$ cat config.mk
export PLATFORM = sky130hd
export DESIGN_NAME = fib_job_arbiter
export DESIGN_NICKNAME = d
export VERILOG_FILES = /design/src/rtl/fib_job_arbiter.sv
export SDC_FILE = /design/constraint.sdc
export NUM_CORES = 1
export LEC_CHECK = 0
export CAP_MARGIN = 0
export CELL_PAD_IN_SITES_DETAIL_PLACEMENT = 0
export CELL_PAD_IN_SITES_GLOBAL_PLACEMENT = 1
export CORE_ASPECT_RATIO = 0.9
export CORE_MARGIN = 2
export CORE_UTILIZATION = 40
export DETAILED_ROUTE_END_ITERATION = 8
export PLACE_DENSITY = 0.76
export SYNTH_ARGS = -nofsm -noshare
export SYNTH_HDL_FRONTEND = slang
export SYNTH_SLANG_ARGS = --single-unit
$ cat constraint.sdc
create_clock -name clk -period 6.25 [get_ports clk]
set_clock_uncertainty 0.15 [all_clocks]
set_input_delay 1.25 -clock clk [delete_from_list [all_inputs] [get_ports clk]]
set_output_delay 1.25 -clock clk [all_outputs]
set_load 0.1 [all_outputs]
$ cat src/rtl/fib_job_arbiter.sv
// Round-robin front end sharing one iterative Fibonacci engine among NREQ requesters.
// Latency: done arrives n cycles after the grant cycle (one cycle for n=0); requests wait, req held, while the engine is busy.
module fib_job_arbiter #(
    parameter int NREQ = 4,
    parameter int W    = 32,
    parameter int NW   = 6
) (
    input  logic                     clk,
    input  logic                     rst,
    input  logic [NREQ-1:0]          req,
    input  logic [NREQ*NW-1:0]       n_in,
    output logic [NREQ-1:0]          gnt,
    output logic [NREQ-1:0]          done,
    output logic [W-1:0]             result,
    output logic                     overflow,
    output logic                     busy,
    output logic [$clog2(NREQ)-1:0]  owner
);

    localparam int OW = $clog2(NREQ);

    typedef enum logic {IDLE, RUN} state_t;

    state_t          state_q, state_d;
    logic [NREQ-1:0] gnt_q, gnt_d;
    logic [NREQ-1:0] done_q, done_d;
    logic [W-1:0]    result_q, result_d;
    logic            overflow_q, overflow_d;
    logic            busy_q, busy_d;
    logic [OW-1:0]   owner_q, owner_d;
    logic [OW-1:0]   ptr_q, ptr_d;
    logic [NW-1:0]   n_lat_q, n_lat_d;
    logic [W-1:0]    prev_q, prev_d;
    logic [W-1:0]    cur_q, cur_d;
    logic [NW-1:0]   cnt_q, cnt_d;

    logic [NW-1:0]   n_arr [NREQ];
    logic            any_req;
    logic [OW-1:0]   sel;
    logic [OW-1:0]   idx;
    logic [W:0]      sum;
    logic            job_end;

    always_comb begin
        for (int i = 0; i < NREQ; i++) begin
            n_arr[i] = n_in[i*NW +: NW];
        end
    end

    // Scan from the farthest offset down so the nearest requester at or after ptr wins.
    always_comb begin
        any_req = 1'b0;
        sel     = '0;
        idx     = '0;
        for (int k = NREQ - 1; k >= 0; k--) begin
            idx = OW'((int'(ptr_q) + k) % NREQ);
            if (req[idx]) begin
                any_req = 1'b1;
                sel     = idx;
            end
        end
    end

    assign sum     = {1'b0, cur_q} + {1'b0, prev_q};
    assign job_end = (n_lat_q == '0) || (cnt_q == n_lat_q);

    always_ff @(posedge clk) begin
        if (!rst) begin
            state_q    <= IDLE;
            gnt_q      <= '0;
            done_q     <= '0;
            result_q   <= '0;
            overflow_q <= 1'b0;
            busy_q     <= 1'b0;
            owner_q    <= '0;
            ptr_q      <= '0;
            n_lat_q    <= '0;
            prev_q     <= '0;
            cur_q      <= W'(1);
            cnt_q      <= '0;
        end else begin
            state_q    <= state_d;
            gnt_q      <= gnt_d;
            done_q     <= done_d;
            result_q   <= result_d;
            overflow_q <= overflow_d;
            busy_q     <= busy_d;
            owner_q    <= owner_d;
            ptr_q      <= ptr_d;
            n_lat_q    <= n_lat_d;
            prev_q     <= prev_d;
            cur_q      <= cur_d;
            cnt_q      <= cnt_d;
        end
    end

    always_comb begin
        state_d = state_q;
        case (state_q)
            IDLE:    if (any_req) state_d = RUN;
            RUN:     if (job_end) state_d = IDLE;
            default: state_d = IDLE;
        endcase
    end

    always_comb begin
        gnt_d      = '0;
        done_d     = '0;
        result_d   = result_q;
        overflow_d = overflow_q;
        busy_d     = busy_q;
        owner_d    = owner_q;
        ptr_d      = ptr_q;
        n_lat_d    = n_lat_q;
        prev_d     = prev_q;
        cur_d      = cur_q;
        cnt_d      = cnt_q;
        case (state_q)
            IDLE: begin
                if (any_req) begin
                    gnt_d[sel] = 1'b1;
                    owner_d    = sel;
                    n_lat_d    = n_arr[sel];
                    prev_d     = '0;
                    cur_d      = W'(1);
                    cnt_d      = NW'(1);
                    overflow_d = 1'b0;
                    busy_d     = 1'b1;
                    ptr_d      = (sel == OW'(NREQ - 1)) ? '0 : sel + OW'(1);
                end
            end
            RUN: begin
                if (n_lat_q == '0) begin
                    done_d[owner_q] = 1'b1;
                    result_d        = '0;
                    overflow_d      = 1'b0;
                    busy_d          = 1'b0;
                end else if (cnt_q == n_lat_q) begin
                    done_d[owner_q] = 1'b1;
                    result_d        = cur_q;
                    busy_d          = 1'b0;
                end else begin
                    // cur tracks F(cnt); the carry makes overflow sticky for the job.
                    cur_d      = sum[W-1:0];
                    prev_d     = cur_q;
                    cnt_d      = cnt_q + NW'(1);
                    overflow_d = overflow_q | sum[W];
                end
            end
            default: ;
        endcase
    end

    assign gnt      = gnt_q;
    assign done     = done_q;
    assign result   = result_q;
    assign overflow = overflow_q;
    assign busy     = busy_q;
    assign owner    = owner_q;

endmodule

### Word-level counts from Yosys, hierarchy flattened

Index checks and enable logic that the tools add are counted.

| word-level totals | value |
|---|---|
| flip-flop bits (word level) | 123 |
| output and inout port bits | 44 |

| cells by class | value |
|---|---|
| $add $sub $neg | 6 |
| order comparisons | 9 |
| equality and inequality tests | 7 |
| muxes and demuxes | 51 |
| bitwise logic cells | 5 |
| reductions and logical operators | 12 |

Operators with widths:

| operator | count |
|---|---|
| 32-bit 2-to-1 mux | 8 |
| 32-bit case mux with 2 select lines | 2 |
| 32-bit by 32-bit adder with 33-bit output | 1 |
| 6-bit 2-to-1 mux | 5 |
| 2-bit by 3-bit less-than comparator with 1-bit output (second input constant) | 6 |
| 1-bit 2-to-1 mux | 18 |
| 6-bit binary-select mux with 2-bit select | 1 |
| 6-bit case mux with 2 select lines | 1 |
| 2-bit 2-to-1 mux | 5 |
| 2-bit AND reduction | 5 |
| 1-bit binary-select mux with 2-bit select | 4 |
| 4-bit 2-to-1 mux | 2 |
| 6-bit by 1-bit adder with 6-bit output (second input constant) | 1 |
| 6-bit == test | 1 |
| 6-bit zero test | 1 |
| 2-bit != test (second input constant) | 3 |
| 1-bit case mux with 2 select lines | 3 |
| 2-bit by 1-bit adder with 2-bit output (second input constant) | 2 |
| 2-bit adder (second input constant) | 2 |
| 1-bit demux with 2-bit select | 2 |
| 2-bit by 1-bit >= comparator with 1-bit output (second input constant) | 2 |
| 3-bit >= comparator (second input constant) | 1 |
| 3-bit by 1-bit != test with 1-bit output (second input constant) | 1 |
| 3-bit != test (second input constant) | 1 |
| other kinds (9) | 12 |

### Longest topological paths before layout

| depth | value |
|---|---|
| depth after elaboration | 11 |
| gate-level depth with buffers | 10 |
| mapped depth without buffers | 10 |

### Least setup slack after synthesis

OpenSTA, ideal clock, no wires.

| timing | value |
|---|---|
| kind | input port to flip-flop |
| from | input req[0] |
| to | register ptr_q[1] |
| library setup time | 86 ps |
| data arrival time | 2,867 ps |
| data required time | 6,014 ps |
| slack | 3,148 ps |
| stages on the path | 8 |
| path buffers | 1 |
| cell sequence | inv_1 nor2_1 a211o_1 a21oi_1 buf_2 inv_1 ha_1 a211oi_1 |

| between the ends | value |
|---|---|
| word-level cells in the longest chain between the ends | 8 |
| elaborated cells on any way between the ends | 20 |
| those cells by class | 1 x add/sub; 1 x eq/ne; 17 x mux; 1 x reduce/logical |

RTL lines:

| what | RTL line | text |
|---|---|---|
| from (decl) | 10 | `input logic [NREQ-1:0] req,` |
| 1-bit binary-select mux with 2-bit select | 57 | `if (req[idx]) begin` |
| 1-bit 2-to-1 mux (implied by the code) | 57 |  |
| 2-bit 2-to-1 mux (3 in series) | 57 |  |
| 2-bit 2-to-1 mux (*) | 57 |  |
| via sel[0] | 39 | `logic [OW-1:0] sel;` |
| 2-bit by 1-bit adder with 2-bit output / 2-bit == test (equally long branches) | 129 | `ptr_d = (sel == OW'(NREQ - 1)) ? '0 : sel + OW'(1);` |
| 2-bit 2-to-1 mux (*) | 129 |  |
| to (signal assigned) | 89 | `ptr_q <= ptr_d;` |
| to (decl) | 31 | `logic [OW-1:0] ptr_q, ptr_d;` |

Mark *: on every way through the listed nets, which the timed path passes. The rest lies on a longest branch. The select of a mux whose other input is x is not followed.
A chain may end at the register's enable or synchronous reset.

### Worst setup path in the final report

| timing | value |
|---|---|
| from | input req[3] |
| to | register cur_q[30] |

| between the ends | value |
|---|---|
| word-level cells in the longest chain between the ends | 8 |
| elaborated cells on any way between the ends | 14 |
| those cells by class | 1 x eq/ne; 12 x mux; 1 x reduce/logical |

RTL lines:

| what | RTL line | text |
|---|---|---|
| 1-bit binary-select mux with 2-bit select | 57 |  |
| 1-bit 2-to-1 mux (implied by the code) | 57 |  |
| 1-bit 2-to-1 mux (3 in series) | 57 |  |
| 1-bit 2-to-1 mux (*) | 57 |  |
| 2-bit != test (no source line) (*) | -- |  |
| 3-bit AND reduction (no source line) (*) | -- |  |
| to (signal assigned) | 92 | `cur_q <= cur_d;` |
| to (decl) | 34 | `logic [W-1:0] cur_q, cur_d;` |

Every way passes the cells marked *; elsewhere a longest branch is shown, timed or not. The select of a mux whose other input is x is not followed.

==> impl_metrics.env <==
export IMPL_status="finished, final reports clean"
export IMPL_final_util_pct=50.6
export IMPL_port_buffers=73
export IMPL_vias_per_cell=5.42
export IMPL_synth_nets=736
export IMPL_min_period_ns=3.89
export IMPL_ir_drop_mv=0.212
export IMPL_min_from="prev_q[26]$_SDFFE_PN0P_"
export IMPL_seq_area_frac_synth_pct=40.7
export IMPL_avgSynthCellArea_um2=9.07
export IMPL_path_common_cell="nand2_1"
export IMPL_end_kind="flop"
export IMPL_wl_per_cell_um=16.0
export IMPL_reg2reg_to="cur_q[30]$_SDFFE_PN0P_"
export IMPL_route_antenna_remaining_nets=0
export IMPL_diodes=0
export IMPL_ctsHoldBuffers=0
export IMPL_synthFlopType="dfxtp_1"
export IMPL_slew_violations=0
export IMPL_dr_wl_met2_um=6340
export IMPL_min_period_over_period_pct=62.2
export IMPL_synth_seq_cells=123
export IMPL_layout_nets=798
export IMPL_ff_latch_area_um2=2460
export IMPL_track_usage_pct=19.7
export IMPL_worstSkewPairLatency_ns=0.42
export IMPL_layout_drive_gt1_share_pct=7.67
export IMPL_worstSetupPathType="in2reg"
export IMPL_rrSetupSlack_ns=3.11
export IMPL_rows=42
export IMPL_die_width_um=134
export IMPL_gp_congestion=0.852
export IMPL_grt_ovfl_total=0
export IMPL_cp_required_ns=6.46
export IMPL_grt_start_max_net_pins=54
export IMPL_start_util_pct=41.0
export IMPL_worst_pin_slew_ns=1.22
export IMPL_die_h_um=121
export IMPL_cts_max_level=4
export IMPL_grt_pass1_wl_um=25200
export IMPL_root_buffer="clkbuf_16"
export IMPL_cts_tree="yes"
export IMPL_wl_met3_um=541
export IMPL_max_clock_path_buffers=2
export IMPL_multi_input_area_um2=3400
export IMPL_antenna_found_initial=0
export IMPL_wirelength_met1_um=7970
export IMPL_crit_fanout=53
export IMPL_synth_warnings=0
export IMPL_critical_path_arrival_ns=4.09
export IMPL_synthesis_area_um2=6060
export IMPL_areaGrowthSynthToFinish_pct=23.4
export IMPL_fp_dieArea_um2=16100
export IMPL_clock_sinks=123
export IMPL_grt_pass1_vias=4961
export IMPL_syn_inst=668
export IMPL_drv_cap=0
export IMPL_p_leak_nw=2.96
export IMPL_synth_edf_count=0
export IMPL_hp_class="reg2reg"
export IMPL_slew_headroom_pct=18.2
export IMPL_drc_errors=0
export IMPL_firstDrtPassIters=6
export IMPL_cts_repair_resized=0
export IMPL_drtIter0Drc=327
export IMPL_ys_async_sr_fraction_pct=0
export IMPL_post_cts_buffers=0
export IMPL_worstHoldEndpoint="prev_q[26]$_SDFFE_PN0P_"
export IMPL_r2r_start="cur_q[0]$_SDFFE_PN1P_"
export IMPL_setup_viol=0
export IMPL_clk_pin_slew_worst_paths_ns=0.05
export IMPL_final_cell_mix="dfxtp_1 (123), clkdlybuf4s50_1 (73), nand2_1 (72), a22o_1 (55), a21oi_1 (48)"
export IMPL_reg2reg_depth=10
export IMPL_start_kind="input port"
export IMPL_fill_cells=1370
export IMPL_coreArea_um2=14800
export IMPL_final_common_cell="dfxtp_1"
export IMPL_dr_max_layer_used="met4"
export IMPL_cp_slowest_stage_delay_ns=0.98
export IMPL_design_portCount=74
export IMPL_vias=5101
export IMPL_grt_setup_unrepaired="false"
export IMPL_hold_path_cell_count=2
export IMPL_cp_cell_sequence="clkdlybuf4s50_1 > nor2_1 > nand2_1 > nand2_1 > nand2_1 > nor2_4 > nand2_1 > o21ai_0 > a211o_1"
export IMPL_dpl_hpwl_um=10500
export IMPL_power_density_nw_per_um2=269
export IMPL_final_hold_violation_count=0
export IMPL_cts_buffers=17
export IMPL_routed_wl_um=15000
export IMPL_synthDistinctLibCells=63
export IMPL_crit_path_top_delay_cell="nor2_4"
export IMPL_final_setup_tns_ns=0
export IMPL_critPathBufInv=1
export IMPL_fmax_mhz=257
export IMPL_crit_family="simple AND/OR/NAND/NOR gates"
## synthesized netlist by cell type (11+ instances only)
cell / number / share of area, %
inv_1: 15 / 0.93
dfxtp_1: 123 / 41
a22o_1: 55 / 8.0
a21oi_1: 49 / 4.0
clkbuf_1: 28 / 1.7
o211ai_1: 11 / 1.4
a21o_1: 17 / 2.1
xnor2_1: 21 / 3.0
ha_1: 37 / 7.6
o21ai_0: 46 / 3.8
nand3_1: 18 / 1.5
xor2_1: 15 / 2.2
nand2_1: 72 / 4.5
nor2_1: 43 / 2.7
## per-stage QoR
step                      instances  hold slack [ns]  cell area (um^2)  total power [mW]  worst slack [ns]
final                           941            0.314              7470              2.01              2.36
after global routing            941            0.337              7470              2.10              2.05
after CTS                       941            0.317              7470              2.03              2.30
after detailed placement        909            0.306              6950              1.15              1.88
after global placement          909            0.302              6950              1.14              2.02
after floorplan                 668            0.290              6060              1.05              3.15
## where the power goes
group / switching, mW / total (mW) / leakage [nW] / internal (mW)
registers: 0.0224 / 0.829 / 0.994 / 0.807
logic: 0.214 / 0.304 / 1.70 / 0.0894
clock network: 0.341 / 0.876 / 0.261 / 0.534
## cell families (layout without fill, tap and decap cells)
| group | after synthesis | in the layout | synth area share, % |
|---|---|---|---|
| compound gates | 229 | 229 | 27.0 |
| xor+xnor | 36 | 36 | 5.21 |
| fa+ha+maj | 38 | 38 | 7.98 |
| buf+inv | 52 | 127 | 3.53 |
| flops | 123 | 123 | 40.7 |
| mux | 13 | 13 | 2.27 |
| simple gates | 177 | 177 | 13.4 |
## layer usage
metal,global-route usage [%],vias to the layer above
li1,-,2572
met1,28.8,2399
met2,28.4,115
met3,4.61,15
met4,5.98,0
met5,0,-
## how the worst max path moves through the flow
stage,startpoint,to,depth (start not counted)
4_1_cts,req[3],cur_q[30]$_SDFFE_PN0P_,9
2_1_floorplan,req[0],ptr_q[1]$_SDFFE_PN0P_,8
6_report,req[3],cur_q[30]$_SDFFE_PN0P_,9
5_1_grt,req[3],cur_q[30]$_SDFFE_PN0P_,9
3_5_place_dp,req[3],cur_q[30]$_SDFFE_PN0P_,9
3_3_place_gp,req[3],cur_q[30]$_SDFFE_PN0P_,9
## flip-flops by register name, indices dropped and copies added, names as in the netlist, 2 cells and up
name and count:
cnt_q 6, cur_q 32, done 4, gnt 4
n_lat_q 6, owner 2, prev_q 32, ptr_q 2
result 32
## cell type report
cell class                      count  area share (%)
Multi-Input combinational cell    493            45.5
Sequential cell                   123            33.0
Tap cell                          198            3.32
Timing Repair Buffer               79            10.4
Inverter                           16           0.804
Clock buffer                       25            6.50
Clock inverter                      7           0.553
## worst reg2reg max path: cells and delay by family, from the launching register on
kind	cells	cell delay (ns)
adder cells (fa/ha/maj)	2	0.64
AND/OR/NAND/NOR	2	0.43
flip-flops	1	0.34
AO/OA/AOI/OAI	6	1.48
Power figures use the tool's default switching activity.
==> patch 1, RTL diff (config.mk and constraints unchanged) <==
Make the reset (`rst`) asynchronous in one clocked block.
--- a/src/rtl/fib_job_arbiter.sv
+++ b/src/rtl/fib_job_arbiter.sv
@@ -65,5 +65,5 @@
     assign job_end = (n_lat_q == '0) || (cnt_q == n_lat_q);
 
-    always_ff @(posedge clk) begin
+    always_ff @(posedge clk or negedge rst) begin
         if (!rst) begin
             state_q    <= IDLE;
Behaviour: differs if rst is asserted again (counterexample within 4 cycles, from zero or initial values and one cycle with rst low); with rst held inactive, the same outputs for 4 cycles.
==> patch 1 against the original RTL <==
- worst setup slack better by 0.42 ns
- maximum frequency is 12% higher
- routed wire length is 11% higher
- synthesized area is 13% higher
- sequential cell count stayed put
- sequential share of layout area is 3.8 points higher
- final area is 12% higher
Power is not shown: default switching activity piles up to over one toggle a cycle in this logic, so the estimate is an artifact.
==> patch 1: results (changes against the original RTL) <==
| Metric | Value |
|---|---|
| All-Layer GR Usage | `19.9% (+0.21 points)` |
| R2R setup slack | `3.37 ns (+0.26 ns)` |
| Pin count of the biggest net entering global routing | `91 (+69%)` |
| # Post-CTS Setup Buffers | `0 (unchanged)` |
| Fraction of layout cells with a size suffix above 1 | `8.10% (+0.43 points)` |
| Family with the most delay on the worst path | `buffers and inverters` |
| CP Data Arrival Time | `2.07 ns (-2.02 ns)` |
| Sequential share of the synthesized area | `44.8% (+4.2 points)` |
| Relative slew slack | `31.0% (+13 points)` |
| Drt initial violations | `473 (+45%)` |
| Critical path origin | `owner[1]` |
| First-pass GRT wire length | `28600 um (+13%)` |
| Via count | `5567 (+9.1%)` |
| Clock Path Buffers | `2 (unchanged)` |
| GPL Wtd Cong | `0.830 (-2.6%)` |
| Post-CTS resize count | `0 (unchanged)` |
| Min-delay worst type | `reg2reg` |
| Leading cell types by count after synthesis | `123 x nand2_1, 122 x dfrtp_1, 69 x nand3_1` |
| CTS buffer count | `17 (unchanged)` |
| Synth area leaders | `dfrtp_1 44%, ha_1 6.7%, nand2_1 6.7%, nand3_1 5.0%, a22o_1 4.3%` |
| H-tree Lvls | `4 (unchanged)` |
| Antenna violations before repair | `0 (unchanged)` |
| RR Endpoint | `cur_q[30]` |
| CP max stage delay | `1.18 ns (+0.20 ns)` |
| Clock-pin slew on the worst setup and hold paths | `0.05 ns (about the same)` |
| Status | `completed` |
| Synth cell types | `69 (+9.5%)` |
| Final wirelength | `16800 um (+11%)` |
| Skew-Pair Late Insertion Delay | `0.42 ns (about the same)` |
| Ys async rst share | `100% (+100 points)` |
| Worst setup path endpoint | `owner[1]` |
| Synth warn | `0 (unchanged)` |
| Ant diodes | `0 (unchanged)` |
| Slowest cell on crit path | `clkdlybuf4s50_1` |
| Mapped Nets | `802 (+9.0%)` |
| Port Buffer Count | `73 (unchanged)` |
| Clk root buf | `clkbuf_16` |
| Reg2reg start | `prev_q[0]` |
| Post-DP HPWL | `11500 um (+10%)` |
| R2R cell count | `9 (-1)` |
| Final Net Count | `857 (+7.4%)` |
| 1st-pass router iterations | `5 (-1)` |
| Worst Path Max Fanout | `6 (-89%)` |
[patch 1: worst min path at each step]
stage               cells past startpoint  slack [ns]         to  startpoint
global placement                        2        0.33       busy        busy
finish                                  2        0.33       busy        busy
CTS                                     2        0.34       busy        busy
floorplan                               2        0.32  prev_q[0]   prev_q[0]
global route                            2        0.36       busy        busy
detailed placement                      2        0.32       busy        busy
[patch 1: area by class of cell]
cell class / count / area, um2
fillers: 1539 / 8450
well taps: 211 / 264
repair buffers: 79 / 773
multi-input cells: 555 / 3570
flip-flops and latches: 123 / 3080
clock inverters: 7 / 160
clock buffers: 25 / 495
inverters: 13 / 48.8
[patch 1: cells by family (layout without fill, tap and decap cells)]
group	after synthesis	count (layout)	share of synthesized area, %
AO/OA/AOI/OAI	190	190	19.2
XOR/XNOR	33	33	4.21
adder cells (fa/ha/maj)	38	38	7.03
buffers and inverters	56	124	3.33
flip-flops	123	123	44.8
multiplexers	19	19	2.88
AND/OR/NAND/NOR	275	275	18.5
[patch 1: per-layer routing]
metal  GRT usage, %  part of all wire, %  wire length, um  vias up
met5              0                    0                0        -
met1           27.8                   49             8210     2682
met2           30.4                   46             7660      110
met3           4.56                  3.7              623       27
met4           7.06                  1.7              282        0
li1               -                    -                -     2748
[patch 1: stage by stage]
step / hold slack [ns] / utilization, % / setup WS (ns) / instance area [um2] / cells
floorplan: 0.324 / - / 3.53 / 6870 / 734
global placement: 0.330 / 45.9 / 2.56 / 7730 / 981
detailed placement: 0.317 / 45.9 / 2.46 / 7730 / 981
CTS: 0.340 / 49.8 / 2.77 / 8390 / 1013
global route: 0.363 / 49.8 / 2.69 / 8390 / 1013
finish: 0.334 / 49.8 / 2.78 / 8390 / 1013
==> patch 2, RTL diff (config.mk and constraints unchanged) <==
Made on the original files. The parameter `NW` goes from 6 to 3.
--- a/src/rtl/fib_job_arbiter.sv
+++ b/src/rtl/fib_job_arbiter.sv
@@ -4,5 +4,5 @@
     parameter int NREQ = 4,
     parameter int W    = 32,
-    parameter int NW   = 6
+    parameter int NW   = 3
 ) (
     input  logic                     clk,
Interface: changed (resized n_in); port bits go from 74 to 62. The function was not compared with the original's and may differ.
==> patch 2 against the original RTL <==
- routed wire length decreased by 5.8%
- sequential share of layout area grew 0.45 points
- final area fell by 6.2%
- global-route usage down 0.42 points
- total power shrank 7.0%
- synthesized cell count is 3.0% lower
- worst setup slack improved by 0.30 ns
- sequential cell count shrank 6
- synthesized area is 5.0% lower
- largest power group unchanged
- highest routed layer unchanged
- critical path type unchanged
- worst hold slack better by 0.0086 ns
==> patch 2: results (changes against the original RTL) <==
| Metric | Value |
|---|---|
| Status | `completed` |
| Final wirelength | `14200 um (-5.8%)` |
| GPL Wtd Cong | `0.835 (-2.1%)` |
| Family with the most delay on the worst path | `compound AO/OA/AOI/OAI gates` |
| CP Data Arrival Time | `3.76 ns (-0.33 ns)` |
| CTS buffer count | `17 (unchanged)` |
| Finished Layout Cells | `898 (-4.6%)` |
| First-pass GRT wire length | `23400 um (-7.1%)` |
| Post-DP HPWL | `9510 um (-9.2%)` |
| Pin count of the biggest net entering global routing | `46 (-15%)` |
| Drt initial violations | `243 (-26%)` |
| Worst setup path endpoint | `ptr_q[1]` |
| Mapped Nets | `704 (-4.3%)` |
| CP max stage delay | `0.92 ns (-0.06 ns)` |
| Slowest cell on crit path | `a21oi_1` |
| Filler Cells Inserted | `1362 (-0.58%)` |
| LEAKAGE | `0.00282 uW (-4.6%)` |
| Routed met2 length | `6400 um (+1.0%)` |
| Final Net Count | `749 (-6.1%)` |
| R2R cell count | `7 (-3)` |
| Dpl cells | `867 (-4.6%)` |
| Leading cell types by count after synthesis | `117 x dfxtp_1, 71 x nand2_1, 65 x a21oi_1` |
| RR Endpoint | `cur_q[16]` |
| Vias in the first global route | `4739 (-4.5%)` |
| R2R setup slack | `2.76 ns (-0.35 ns)` |
| All-Layer GR Usage | `19.2% (-0.42 points)` |
| Syn Inst Count | `648 (-3.0%)` |
| Critical path origin | `req[1]` |
| Worst Path Max Fanout | `11 (-79%)` |
| Synth cell types | `56 (-11%)` |
| Max IR drop VDD | `167 uV (-21%)` |
| Worst slew pin tran | `1.18 ns (-0.0391 ns)` |
| Fraction of layout cells with a size suffix above 1 | `5.67% (-2.0 points)` |
| Met3 WL post-DR | `509 um (-5.9%)` |
| 1st-pass router iterations | `4 (-2)` |
| Port Buffer Count | `61 (-16%)` |
| Synth area leaders | `dfxtp_1 41%, a22o_1 9.6%, ha_1 8.0%, a21oi_1 5.7%, nand2_1 4.6%` |
| Sequential share of the synthesized area | `40.7% (+0.043 points)` |
| Metal1 wirelength | `7130 um (-11%)` |
| Vias per std cell | `5.48 (+1.2%)` |
| Reg2reg start | `n_lat_q[1]` |
[patch 2: cell type report]
class / count / area (um2) / share of cell area, %
clock inverters: 4 / 20.0 / 0.286
repair buffers: 65 / 641 / 9.14
clock buffers: 27 / 513 / 7.32
inverters: 15 / 56.3 / 0.803
well taps: 193 / 241 / 3.44
flip-flops and latches: 117 / 2340 / 33.4
multi-input cells: 477 / 3200 / 45.6
[patch 2: metrics by stage]
step,instance area [um2],hold WS [ns],setup WS [ns]
final,7010,0.323,2.66
after global routing,7010,0.331,2.43
after CTS,7010,0.323,2.63
after detailed placement,6480,0.307,2.22
after global placement,6480,0.305,2.39
after floorplan,5750,0.302,3.30
[patch 2: power by group]
group | internal [uW] | switching [uW]
combinational | 58.5 | 153
clock | 554 | 321
sequential | 762 | 19.8
total | 1370 | 494
[patch 2: worst min-delay path by stage]
stage,startpoint,end,slack (ns),depth (start not counted)
CTS,busy,busy,0.32,1
detailed placement,busy,busy,0.31,1
finish,busy,busy,0.32,1
global placement,busy,busy,0.30,1
floorplan,prev_q[22],prev_q[22],0.30,2
global route,busy,busy,0.33,1
[patch 2: per-layer routing]
layer | track usage (%) | vias up
li1 | - | 2465
met1 | 26.3 | 2366
met2 | 29.8 | 86
met3 | 4.36 | 8
met4 | 6.65 | 0
met5 | 0 | -
[patch 2: cell families after synthesis]
family / count (synthesis) / share of synthesized area [%]
AND/OR/NAND/NOR: 171 / 13.5
adder cells (fa/ha/maj): 38 / 8.39
AO/OA/AOI/OAI: 232 / 27.8
buffers and inverters: 54 / 3.98
flip-flops: 117 / 40.7
multiplexers: 6 / 1.04
XOR/XNOR: 30 / 4.57
